### config.mk
export PLATFORM = sky130hd
export DESIGN_NAME = ucsbece154a_mc_controller
export DESIGN_NICKNAME = d
export VERILOG_FILES = /design/src/rtl/ucsbece154a_mc_controller.sv
export SDC_FILE = /design/constraint.sdc
export NUM_CORES = 1
export LEC_CHECK = 0
export CELL_PAD_IN_SITES_DETAIL_PLACEMENT = 2
export CELL_PAD_IN_SITES_GLOBAL_PLACEMENT = 2
export CORE_ASPECT_RATIO = 0.8
export CORE_MARGIN = 4
export CORE_UTILIZATION = 31
export DETAILED_ROUTE_END_ITERATION = 6
export DONT_BUFFER_PORTS = 1
export PLACE_DENSITY = 0.87
export SKIP_LAST_GASP = 1
export SLEW_MARGIN = 5
export SYNTH_ARGS = -nofsm -noshare
export SYNTH_HDL_FRONTEND = slang
export SYNTH_SLANG_ARGS = --single-unit
export TNS_END_PERCENT = 100
### constraint.sdc
create_clock -name clk -period 2.1 [get_ports clk]
set_input_delay 0.21 -clock clk [delete_from_list [all_inputs] [get_ports clk]]
set_output_delay 0.21 -clock clk [all_outputs]
set_load 0.01 [all_outputs]
### src/rtl/ucsbece154a_mc_controller.sv
// Multicycle RISC-V control unit: Moore FSM driving the shared-memory datapath,
// with an optional memory ready/valid handshake, optional bne and a sticky illegal-opcode halt.
module ucsbece154a_mc_controller #(
    parameter int MEM_HANDSHAKE = 1,
    parameter int BNE_EN        = 0,
    parameter int STATE_W       = 4
) (
    input  logic               clk,
    input  logic               reset_n,
    input  logic [6:0]         op_i,
    input  logic [2:0]         funct3_i,
    input  logic               funct7b5_i,
    input  logic               zero_i,
    input  logic               mem_ready_i,
    output logic               mem_valid_o,
    output logic               PCWrite_o,
    output logic               AdrSrc_o,
    output logic               MemWrite_o,
    output logic               IRWrite_o,
    output logic [1:0]         ResultSrc_o,
    output logic [2:0]         ALUControl_o,
    output logic [1:0]         ALUSrcA_o,
    output logic [1:0]         ALUSrcB_o,
    output logic [2:0]         ImmSrc_o,
    output logic               RegWrite_o,
    output logic               illegal_o,
    output logic [STATE_W-1:0] state_o
);

    typedef enum logic [3:0] {
        FETCH    = 4'd0,
        DECODE   = 4'd1,
        MEMADR   = 4'd2,
        MEMREAD  = 4'd3,
        MEMWRITE = 4'd4,
        MEMWB    = 4'd5,
        EXECR    = 4'd6,
        EXECI    = 4'd7,
        ALUWB    = 4'd8,
        BRANCH   = 4'd9,
        JAL      = 4'd10,
        LUI      = 4'd11,
        ERROR    = 4'd12
    } state_t;

    localparam logic [6:0] OP_LW   = 7'b0000011;
    localparam logic [6:0] OP_SW   = 7'b0100011;
    localparam logic [6:0] OP_R    = 7'b0110011;
    localparam logic [6:0] OP_I    = 7'b0010011;
    localparam logic [6:0] OP_BR   = 7'b1100011;
    localparam logic [6:0] OP_JAL  = 7'b1101111;
    localparam logic [6:0] OP_LUI  = 7'b0110111;

    state_t state, next_state;
    logic   illegal_q;
    logic   go;
    logic   mv, pcw, mw, irw, rw;
    logic   is_beq, is_bne;

    assign go     = (MEM_HANDSHAKE != 0) ? mem_ready_i : 1'b1;
    assign is_beq = (funct3_i == 3'b000);
    assign is_bne = (BNE_EN != 0) && (funct3_i == 3'b001);

    always_ff @(posedge clk or negedge reset_n) begin
        if (!reset_n) begin
            state     <= FETCH;
            illegal_q <= 1'b0;
        end else begin
            state     <= next_state;
            illegal_q <= illegal_q | (next_state == ERROR);
        end
    end

    always_comb begin
        next_state   = state;
        mv           = 1'b0;
        pcw          = 1'b0;
        mw           = 1'b0;
        irw          = 1'b0;
        rw           = 1'b0;
        AdrSrc_o     = 1'b0;
        ResultSrc_o  = 2'b00;
        ALUControl_o = 3'b000;
        ALUSrcA_o    = 2'b00;
        ALUSrcB_o    = 2'b00;
        case (state)
            FETCH: begin
                mv          = 1'b1;
                ALUSrcB_o   = 2'b10;
                ResultSrc_o = 2'b10;
                pcw         = go;
                irw         = go;
                if (go) next_state = DECODE;
            end
            DECODE: begin
                ALUSrcA_o = 2'b01;
                ALUSrcB_o = 2'b01;
                case (op_i)
                    OP_LW, OP_SW: next_state = MEMADR;
                    OP_R:         next_state = EXECR;
                    OP_I:         next_state = EXECI;
                    OP_BR:        next_state = (is_beq || is_bne) ? BRANCH : ERROR;
                    OP_JAL:       next_state = JAL;
                    OP_LUI:       next_state = LUI;
                    default:      next_state = ERROR;
                endcase
            end
            MEMADR: begin
                ALUSrcA_o  = 2'b10;
                ALUSrcB_o  = 2'b01;
                next_state = (op_i == OP_LW) ? MEMREAD : MEMWRITE;
            end
            MEMREAD: begin
                mv       = 1'b1;
                AdrSrc_o = 1'b1;
                if (go) next_state = MEMWB;
            end
            MEMWRITE: begin
                mv       = 1'b1;
                AdrSrc_o = 1'b1;
                mw       = 1'b1;
                if (go) next_state = FETCH;
            end
            MEMWB: begin
                ResultSrc_o = 2'b01;
                rw          = 1'b1;
                next_state  = FETCH;
            end
            EXECR, EXECI: begin
                ALUSrcA_o  = 2'b10;
                ALUSrcB_o  = (state == EXECI) ? 2'b01 : 2'b00;
                next_state = ALUWB;
                case (funct3_i)
                    3'b000:  ALUControl_o = (funct7b5_i & op_i[5]) ? 3'b001 : 3'b000;
                    3'b010:  ALUControl_o = 3'b101;
                    3'b110:  ALUControl_o = 3'b011;
                    3'b111:  ALUControl_o = 3'b010;
                    default: next_state   = ERROR;
                endcase
            end
            ALUWB: begin
                rw         = 1'b1;
                next_state = FETCH;
            end
            BRANCH: begin
                ALUSrcA_o    = 2'b10;
                ALUControl_o = 3'b001;
                pcw          = is_beq ? zero_i : (is_bne ? ~zero_i : 1'b0);
                next_state   = FETCH;
            end
            JAL: begin
                ALUSrcA_o  = 2'b01;
                ALUSrcB_o  = 2'b10;
                pcw        = 1'b1;
                next_state = ALUWB;
            end
            LUI: begin
                ResultSrc_o = 2'b11;
                rw          = 1'b1;
                next_state  = FETCH;
            end
            ERROR:   next_state = ERROR;
            default: next_state = ERROR;
        endcase
    end

    always_comb begin
        case (op_i)
            OP_SW:   ImmSrc_o = 3'b001;
            OP_BR:   ImmSrc_o = 3'b010;
            OP_JAL:  ImmSrc_o = 3'b011;
            OP_LUI:  ImmSrc_o = 3'b100;
            default: ImmSrc_o = 3'b000;
        endcase
    end

    // Enables are gated by reset_n so nothing writes in the cycle reset asserts.
    assign mem_valid_o = mv  & reset_n;
    assign PCWrite_o   = pcw & reset_n;
    assign MemWrite_o  = mw  & reset_n;
    assign IRWrite_o   = irw & reset_n;
    assign RegWrite_o  = rw  & reset_n;
    assign illegal_o   = illegal_q;
    assign state_o     = STATE_W'(state);

endmodule

# [After elaboration in Yosys (flattened, before gate mapping)]
# Cells that the tools add are included.
[word_totals] reg_bits=5 input_bits=15 out_inout_bits=23 wordCells=67
[op_classes] n_eq_ne=22 muxes=23 n_bitwise=7 n_reduce_logical=13
[ops] operator="$pmux W4 S8" count=1
[ops] operator="$pmux W3 S4" count=2
[ops] operator="$pmux W4 S6" count=1
[ops] operator="$eq A7 B6 Y1 const B" count=3
[ops] operator="$eq A4 B4 Y1 const B" count=5
[ops] operator="$eq A4 B3 Y1 const B" count=4
[ops] operator="$eq A7 B7 Y1 const B" count=2
[ops] operator="$mux W4" count=3
[ops] operator="$pmux W2 S3" count=2
[ops] operator="$reduce_or A2 Y1" count=6
[ops] operator="$reduce_or A4 Y1" count=3
[ops] operator="$mux W3" count=3
[ops] operator="$eq A4 B2 Y1 const B" count=2
[ops] operator="$mux W1" count=8
[ops] operator="$eq A7 B2 Y1 const B" count=1
[ops] operator="$eq A7 B5 Y1 const B" count=1
[ops] operator="$and A1 B1 Y1" count=6
[ops] operator="$eq A3 B3 Y1 const B" count=2
[ops] operator="$pmux W3 S2" count=1
[ops] operator="$reduce_or A3 Y1" count=2
[ops] operator="$eq A4 B1 Y1 const B" count=1
[ops] operator="$logic_not A4 Y1" count=1
[ops] operator="$pmux W2 S2" count=1
[ops] operator="$eq A3 B2 Y1 const B" count=1
[ops] operator="other kinds (3)" count=3

# [Depth between registers and ports, before layout]
# Gate-level depths: netlist of run 1.
[logic_depth] ltp_word=6 depth_mapped=6 ltp_nobuf=5

# [Least setup slack after synthesis of run 1]
# No wires, ideal clock.
[synth_timing] kind="register -> register" start="register state[0], in the netlist state_o[0]" end="register illegal_q, in the netlist illegal_o" setup_ns=0.120 t_arrival_ns=1.628 t_required_ns=1.980 setup_slack_ns=0.353 path_stages_with_launch=7 path_buffers=1 synth_period_minus_slack_ns=1.747 path_cell_list="dfrtp_1 buf_2 or4b_1 o21bai_1 a21oi_1 or4_4 a31o_1"
[synth_between] elab_chain_len=5 elab_cells_between_ends=20 classes_between="eq/ne: 12; mux: 4; bitwise: 1; reduce/logical: 3"
[synth_rtl] item="from (decl)" line_no="54" rtl="state_t state, next_state;"
[synth_rtl] item="from (signal assigned)" line_no="69" rtl="state <= next_state;"
[synth_rtl] item="$eq A4 B4 Y1 / $eq A4 B3 Y1 (equally long branches)" line_no="86" rtl="case (state)"
[synth_rtl] item="$reduce_or A4 Y1 (no source line) / $reduce_or A2 Y1 (equally long branches)"
[synth_rtl] item="$pmux W4 S8 (*)" line_no="86"
[synth_rtl] item="via next_state[2]" line_no="54"
[synth_rtl] item="$eq A4 B4 Y1 (*)" line_no="70" rtl="illegal_q <= illegal_q | (next_state == ERROR);"
[synth_rtl] item="$or A1 B1 Y1 (*)" line_no="70"
[synth_rtl] item="to (signal assigned)" line_no="70"
[synth_rtl] item="to (decl)" line_no="55" rtl="logic illegal_q;"
# Mark *: on every way through the listed nets, which the timed path passes. The rest lies on a longest branch.

# [Final worst setup path of run 1]
[layout_timing] start="register state[1], in the netlist state_o[1]" end="output port RegWrite_o"
[layout_between] elab_chain_len=4 elab_cells_between_ends=6 classes_between="eq/ne: 3; mux: 1; bitwise: 1; reduce/logical: 1"
[layout_rtl] item="$eq A4 B4 Y1 / $eq A4 B3 Y1 (equally long branches)" line_no="86"
[layout_rtl] item="$reduce_or A3 Y1 (no source line) (*)"
[layout_rtl] item="$mux W1 (*)" line_no="86"
[layout_rtl] item="$and A1 B1 Y1 (*)" line_no="182" rtl="assign RegWrite_o = rw & reset_n;"
[layout_rtl] item="to (decl)" line_no="25" rtl="output logic RegWrite_o,"
# Every way passes the cells marked *; elsewhere a longest branch is shown, timed or not.

==> out/results.txt, run 1 <==
Die Height - 53.4 um
Mapped Area - 798 um2
layout cells sized above 1 - 14.7%
HP Class - in2reg
RSZ-0062 raised after global routing - yes
combinational group share of total power - 63.9%
switching share of total power - 52.3%
crit path capture type - primary output
global-route wire length before repair - 4920 um
Net Count, Synth - 129
Psw - 0.418 mW
row count - 16
Synth async-reset ratio - 100%
Starting DRT DRC Count - 37
CTS tree - yes
WL final - 3050 um
flops & latches, synth - 5
vias - 904
post-CTS setup buffer count - 0
Core Area - 0.00246 mm2
Slew Limit Fails - 0
Post-synth EDFFs - 0
ant diodes - 0
largest net degree at the start of global routing - 15
vias in the first global route - 956
drc violations - 0
outcome - finished clean
Cells after Synth - 114
Peak VDD IR - 0.000426 V
CP Buf/Inv Count - 1
Required @ worst endpoint - 1.89 ns
die area - 0.00346 mm2
element type at the critical path start - flip-flop
commonest cells after routing, fill and taps aside - 11 x nor2b_1, 10 x nand2_1, 9 x nor2_1
commonest non-fill, non-tap cell in the layout - nor2b_1
main flop type after synthesis - dfrtp_1
Period minus WS final - 2.00 ns
CP Cell Sequence - buf_4 -> nand2_1 -> o22ai_1 -> and2_1 -> a21oi_1 -> nor2b_1
clock power share - 13.4%
sequential group share of total power - 22.7%
CP Class - reg2out
Area Growth Syn to Fin - 10.7%
vias per cell - 5.95
clk_skew - 0.000734 ns
CTS max path bufs - 2
Fin. Hold Viols - 0
Slowest Stage Delay on Critical Path - 0.51 ns
actual slew at the worst max-slew pin - 0.516 ns
I/O pins - 38
period utilisation layout - 95.4%
Leakage - 0.305 nW
Sinks on Clock Net - 5
CP Data Arrival Time - 1.79 ns
post-synthesis sequential area ratio - 15.7%
ANT nets after route - 0
slowest stage cell on the critical path - dfrtp_1
Die Width - 64.7 um
Final setup viols - 0
1st-pass router iterations - 4
worst-skew pair later-pin latency - 0.23 ns
fin nets - 132
leading area contributor after synthesis - dfrtp_1
Pint - 0.380 mW
Syn. warnings - 0
Routability Congestion - 0.801
Routed WL per cell - 20.1 um
total power - 0.798 mW
Synth cell types - 45
initial antenna violation count - 0
Synth top area share - 15.7%
root buf cell - clkbuf_4
Final TNS setup - 0 ns
H-tree levels - 1
GRT Total Usage - 18.5%
Max Freq - 499 MHz
Pwr per Cell Area - 903 mW/mm2
CP delay by family, top - simple AND/OR/NAND/NOR gates
Rel. slew slack - 65.3%
IO Port Bufs - 0
GR Overflow Total - 0
Crit Path Max Fanout - 14
mean post-synth cell area - 7.00 um2
initial core utilization - 32.4%
CTS Buf Count - 3
Synth area leaders - dfrtp_1 16%, nor2b_1 8.6%, nand2_1 4.7%, a21oi_1 4.4%, nor2_1 4.2%
Max-cap violations - 0
clk slew on worst S/H paths - 0.04 ns
DP HPWL - 2470 um
==> Yosys cell counts (2+ instances only) <==
master / count
nor2b_1: 11
a21oi_1: 7
o31ai_1: 2
o21ai_1: 2
buf_2: 2
inv_1: 3
nor4_1: 2
nor3b_1: 4
nand3_1: 5
nand2b_1: 4
nor3_1: 5
nor2_1: 9
xnor2_1: 2
o21ai_0: 4
a41oi_1: 2
nand2_1: 10
o22ai_1: 2
buf_1: 2
a211oi_1: 4
clkbuf_1: 3
dfrtp_1: 5
==> sequential cells by signal, indices dropped and copies added, names as in the netlist <==
register	cells
illegal_o	1
state_o	4
==> kinds of logic (layout without fill, tap and decap cells) <==
group                  Yosys count  after routing  share of synthesized area (%)
AND/OR/NAND/NOR                 65             65                           50.0
AO/OA/AOI/OAI                   29             29                           23.4
buffers and inverters           12             14                           7.37
flip-flops                       5              5                           15.7
XOR/XNOR                         2              2                           2.19
multiplexers                     1              1                           1.41
==> per-stage QoR <==
step | hold slack, ns | setup WS, ns | instance area [um2] | instances | utilization [%]
final | 0.221 | 0.0956 | 883 | 152 | 35.9
after floorplan | -0.0856 | 0.353 | 798 | 114 | -
after global placement | -0.0851 | 0.364 | 841 | 147 | 34.1
after detailed placement | -0.0850 | 0.242 | 841 | 147 | 34.1
after CTS | 0.211 | 0.0674 | 877 | 152 | 35.6
after global routing | 0.257 | -0.0522 | 883 | 152 | 35.9
==> repair_timing <==
item	4_1_cts	5_1_grt
endpoints found under the setup margin	0	2
gates resized for setup	0	2
endpoints found under the hold margin	5	0
hold buffers	1	0
==> final timing paths <==
kind	slack [ns]	from	depth (start not counted)	endpoint
setup / recovery	0.1	state_o[1]	6	RegWrite_o
hold / removal	0.22	op_i[6]	2	state_o[3]
setup reg to reg	0.24	state_o[2]	5	illegal_o
hold reg to reg	0.56	illegal_o	1	illegal_o
max in group asynchronous	1.55	reset_n	1	state_o[3]
min in group asynchronous	0.30	reset_n	1	state_o[1]
==> power groups by stage <==
stage | Clock (mW) | Combinational (mW) | Sequential, mW
finish | 0.107 | 0.510 | 0.181
global route | 0.120 | 0.560 | 0.188
CTS | 0.115 | 0.504 | 0.177
detailed placement | 0 | 0.498 | 0.178
global placement | 0 | 0.469 | 0.172
floorplan | 0 | 0.413 | 0.147
==> worst register-to-register path, stage by stage, from the launching register on <==
cell,delay [ns]
dfrtp_1,0.52
or4b_1,0.22
o21bai_1,0.17
a21oi_1,0.08
or4_4,0.53
a31o_1,0.23
==> cell type report <==
class,count,area [um2]
multi-input combinational,97,619
timing repair buffer,7,55.1
tap,36,45.0
inverter,3,11.3
clock buffer,4,26.3
sequential,5,126
fill,310,1580
==> per-layer routing <==
layer	GRT usage (%)	routed length [um]	vias up
met2	32.6	1480	29
met1	23.0	1380	455
li1	-	-	418
met3	3.18	188	2
met5	0	0	-
met4	5.26	7	0
No activity file was read; power rests on OpenSTA's default activity.
==> run 2, diff against run 1 <==
--- a/config.mk
+++ b/config.mk
@@ -8,11 +8,11 @@
 export CELL_PAD_IN_SITES_DETAIL_PLACEMENT = 2
 export CELL_PAD_IN_SITES_GLOBAL_PLACEMENT = 2
 export CORE_ASPECT_RATIO = 0.8
-export CORE_MARGIN = 4
 export CORE_UTILIZATION = 31
 export DETAILED_ROUTE_END_ITERATION = 6
 export DONT_BUFFER_PORTS = 1
 export PLACE_DENSITY = 0.87
+export RECOVER_POWER = 25
 export SKIP_LAST_GASP = 1
 export SLEW_MARGIN = 5
 export SYNTH_ARGS = -nofsm -noshare
==> run 2 against run 1 <==
Count of clock-buffer cells in the layout did not move. Design area increased by 2.7%. Setup slack better by 0.038 ns. Sequential share of layout area fell by 0.51 points. Register-to-register slack improved by 0.06 ns. Worst hold slack lost 0.027 ns. Fmax up 2.0%. Wire length fell by 16%. Final cell count grew 2.0%. Clock power increased by 4%. Core utilization increased by 1.3 points. Critical endpoint unchanged. Highest routed layer unchanged.
==> out/results.txt, run 2 (synthesis results as in run 1) <==
outcome - finished clean (unchanged)
Critical Path Start - state_o[3] (was state_o[1])
FF-to-FF Start - state_o[3] (was state_o[2])
fin nets - 135 (was 132)
GR Overflow Total - 0 (unchanged)
CTS tree - yes (unchanged)
HP Class - in2reg (unchanged)
IO Port Bufs - 0 (unchanged)
I/O pins - 38 (unchanged)
actual slew at the worst max-slew pin - 0.507 ns (was 0.516 ns)
R2R Setup Slk - 0.30 ns (was 0.24 ns)
clk slew on worst S/H paths - 0.04 ns (about the same)
Pwr per Cell Area - 895 mW/mm2 (was 903 mW/mm2)
Area Growth Syn to Fin - 13.6% (was 10.7%)
Die Width - 58.7 um (was 64.7 um)
WL final - 2570 um (was 3050 um)
die area - 0.00278 mm2 (was 0.00346 mm2)
Multi-input gate area - 622 um2 (was 619 um2)
Period minus WS final - 1.97 ns (was 2.00 ns)
final std cells w/o fill - 155 (was 152)
max reg flops - 4 (unchanged)
clk_skew - 0.00217 ns (was 0.000734 ns)
ANT nets after route - 0 (unchanged)
Max Freq - 509 MHz (was 499 MHz)
Storage cell area - 125 um2 (was 126 um2)
root buf cell - clkbuf_4 (unchanged)
element type at the critical path start - flip-flop (unchanged)
Core Area - 0.00244 mm2 (was 0.00246 mm2)
1st-pass router iterations - 4 (unchanged)
R2R cell count - 5 (unchanged)
Crit Path Max Fanout - 13 (was 14)
Final setup viols - 0 (unchanged)
r2r endpoint - illegal_o (unchanged)
initial antenna violation count - 0 (unchanged)
worst-skew pair later-pin latency - 0.24 ns (was 0.23 ns)
Routability Congestion - 0.807 (was 0.801)
period utilisation layout - 93.6% (was 95.4%)
Hold Crit Start - op_i[6] (unchanged)
hold path cells - 2 (unchanged)
fin area - 907 um2 (was 883 um2)
drc violations - 0 (unchanged)
initial core utilization - 32.7% (was 32.4%)
Fin. Hold Viols - 0 (unchanged)
Routed WL per cell - 16.6 um (was 20.1 um)
GRT Total Usage - 19.7% (was 18.5%)
largest net degree at the start of global routing - 17 (was 15)
CP Class - reg2out (unchanged)
hold endpoint - state_o[3] (unchanged)
ant diodes - 0 (unchanged)
vias per cell - 5.56 (was 5.95)
Placed Area - 863 um2 (was 841 um2)
vias - 862 (was 904)
filler instances - 309 (was 310)
Final TNS setup - 0 ns (unchanged)
RSZ-0062 raised after global routing - no (was yes)
Placed Instances - 150 (was 147)
DP HPWL - 2060 um (was 2470 um)
crit path capture type - primary output (unchanged)
Sinks on Clock Net - 5 (unchanged)
Die Height - 47.4 um (was 53.4 um)
Slew Limit Fails - 0 (unchanged)
Leakage - 0.323 nW (was 0.305 nW)
Peak VDD IR - 0.000178 V (was 0.000426 V)
CTS max path bufs - 2 (unchanged)
CTS Buf Count - 3 (unchanged)
layout cells sized above 1 - 16.8% (was 14.7%)
Max-cap violations - 0 (unchanged)
vias in the first global route - 885 (was 956)
row count - 16 (unchanged)
global-route wire length before repair - 4100 um (was 4920 um)
commonest cells after routing, fill and taps aside - 10 x nor2b_1, 10 x nand2_1, 9 x nor2_1, 9 x buf_4, 7 x a21oi_1 (was 11 x nor2b_1, 10 x nand2_1, 9 x nor2_1)
CP Data Arrival Time - 1.76 ns (was 1.79 ns)
H-tree levels - 1 (unchanged)
post-CTS setup buffer count - 0 (unchanged)
Required @ worst endpoint - 1.89 ns (about the same)
Rel. slew slack - 65.9% (was 65.3%)
Starting DRT DRC Count - 13 (was 37)
## run 2: cell types whose count changed in the layout (fill, tap and decap cells not counted)
| cell | previous run | this run |
|---|---|---|
| buf_4 | 6 | 9 |
| dfrtp_1 | 4 | 5 |
| dfrtp_2 | 1 | 0 |
| nor2b_1 | 11 | 10 |
| nor2b_2 | 0 | 1 |
## run 2: cell type report
class,instances,area share (%)
Clock buffer,4,2.90
Inverter,3,1.24
Tap cell,36,4.97
Sequential cell,5,13.8
Multi-Input combinational cell,97,68.6
Timing Repair Buffer,10,8.55
## run 2: worst max-delay path: stages, from the launching register on
cell	delay, ns
dfrtp_1	0.47
buf_4	0.22
nand2b_1	0.19
o22ai_1	0.16
and2_1	0.23
a21oi_1	0.07
nor2b_2	0.17
## run 2: repair_timing
item,4_1_cts,5_1_grt
endpoints found under the hold margin,5,0
resized for setup,0,2
endpoints found under the setup margin,0,2
hold buffers,1,0
## run 2: layer usage
| layer | wire length (um) | global-route usage [%] | vias to the layer above |
|---|---|---|---|
| met5 | 0 | 0 | - |
| met4 | 9 | 4.29 | 0 |
| met3 | 115 | 4.41 | 2 |
| met2 | 1230 | 33.9 | 21 |
| met1 | 1220 | 25.5 | 414 |
| li1 | - | - | 425 |
## run 2: worst max path at each step
stage | endpoint | slack [ns]
2_1_floorplan | illegal_o | 0.35
3_3_place_gp | illegal_o | 0.34
3_5_place_dp | illegal_o | 0.31
4_1_cts | PCWrite_o | 0.06
5_1_grt | PCWrite_o | 0.01
6_report | RegWrite_o | 0.13
## run 2: metrics by stage
step | hold WS (ns) | util (%) | power (mW) | worst slack (ns)
2_1_floorplan | -0.0856 | - | 0.559 | 0.353
3_3_place_gp | -0.0854 | 35.3 | 0.665 | 0.344
3_5_place_dp | -0.0854 | 35.3 | 0.692 | 0.314
4_1_cts | 0.192 | 36.8 | 0.819 | 0.0632
5_1_grt | 0.210 | 37.1 | 0.888 | 0.0126
6_report | 0.194 | 37.1 | 0.812 | 0.134
## run 2: report_power, final
group | leakage, nW | switching [mW] | internal, mW
Combinational | 0.246 | 0.319 | 0.214
Clock | 0.0150 | 0.0389 | 0.0718
Sequential | 0.0614 | 0.0481 | 0.120
Total | 0.323 | 0.406 | 0.406
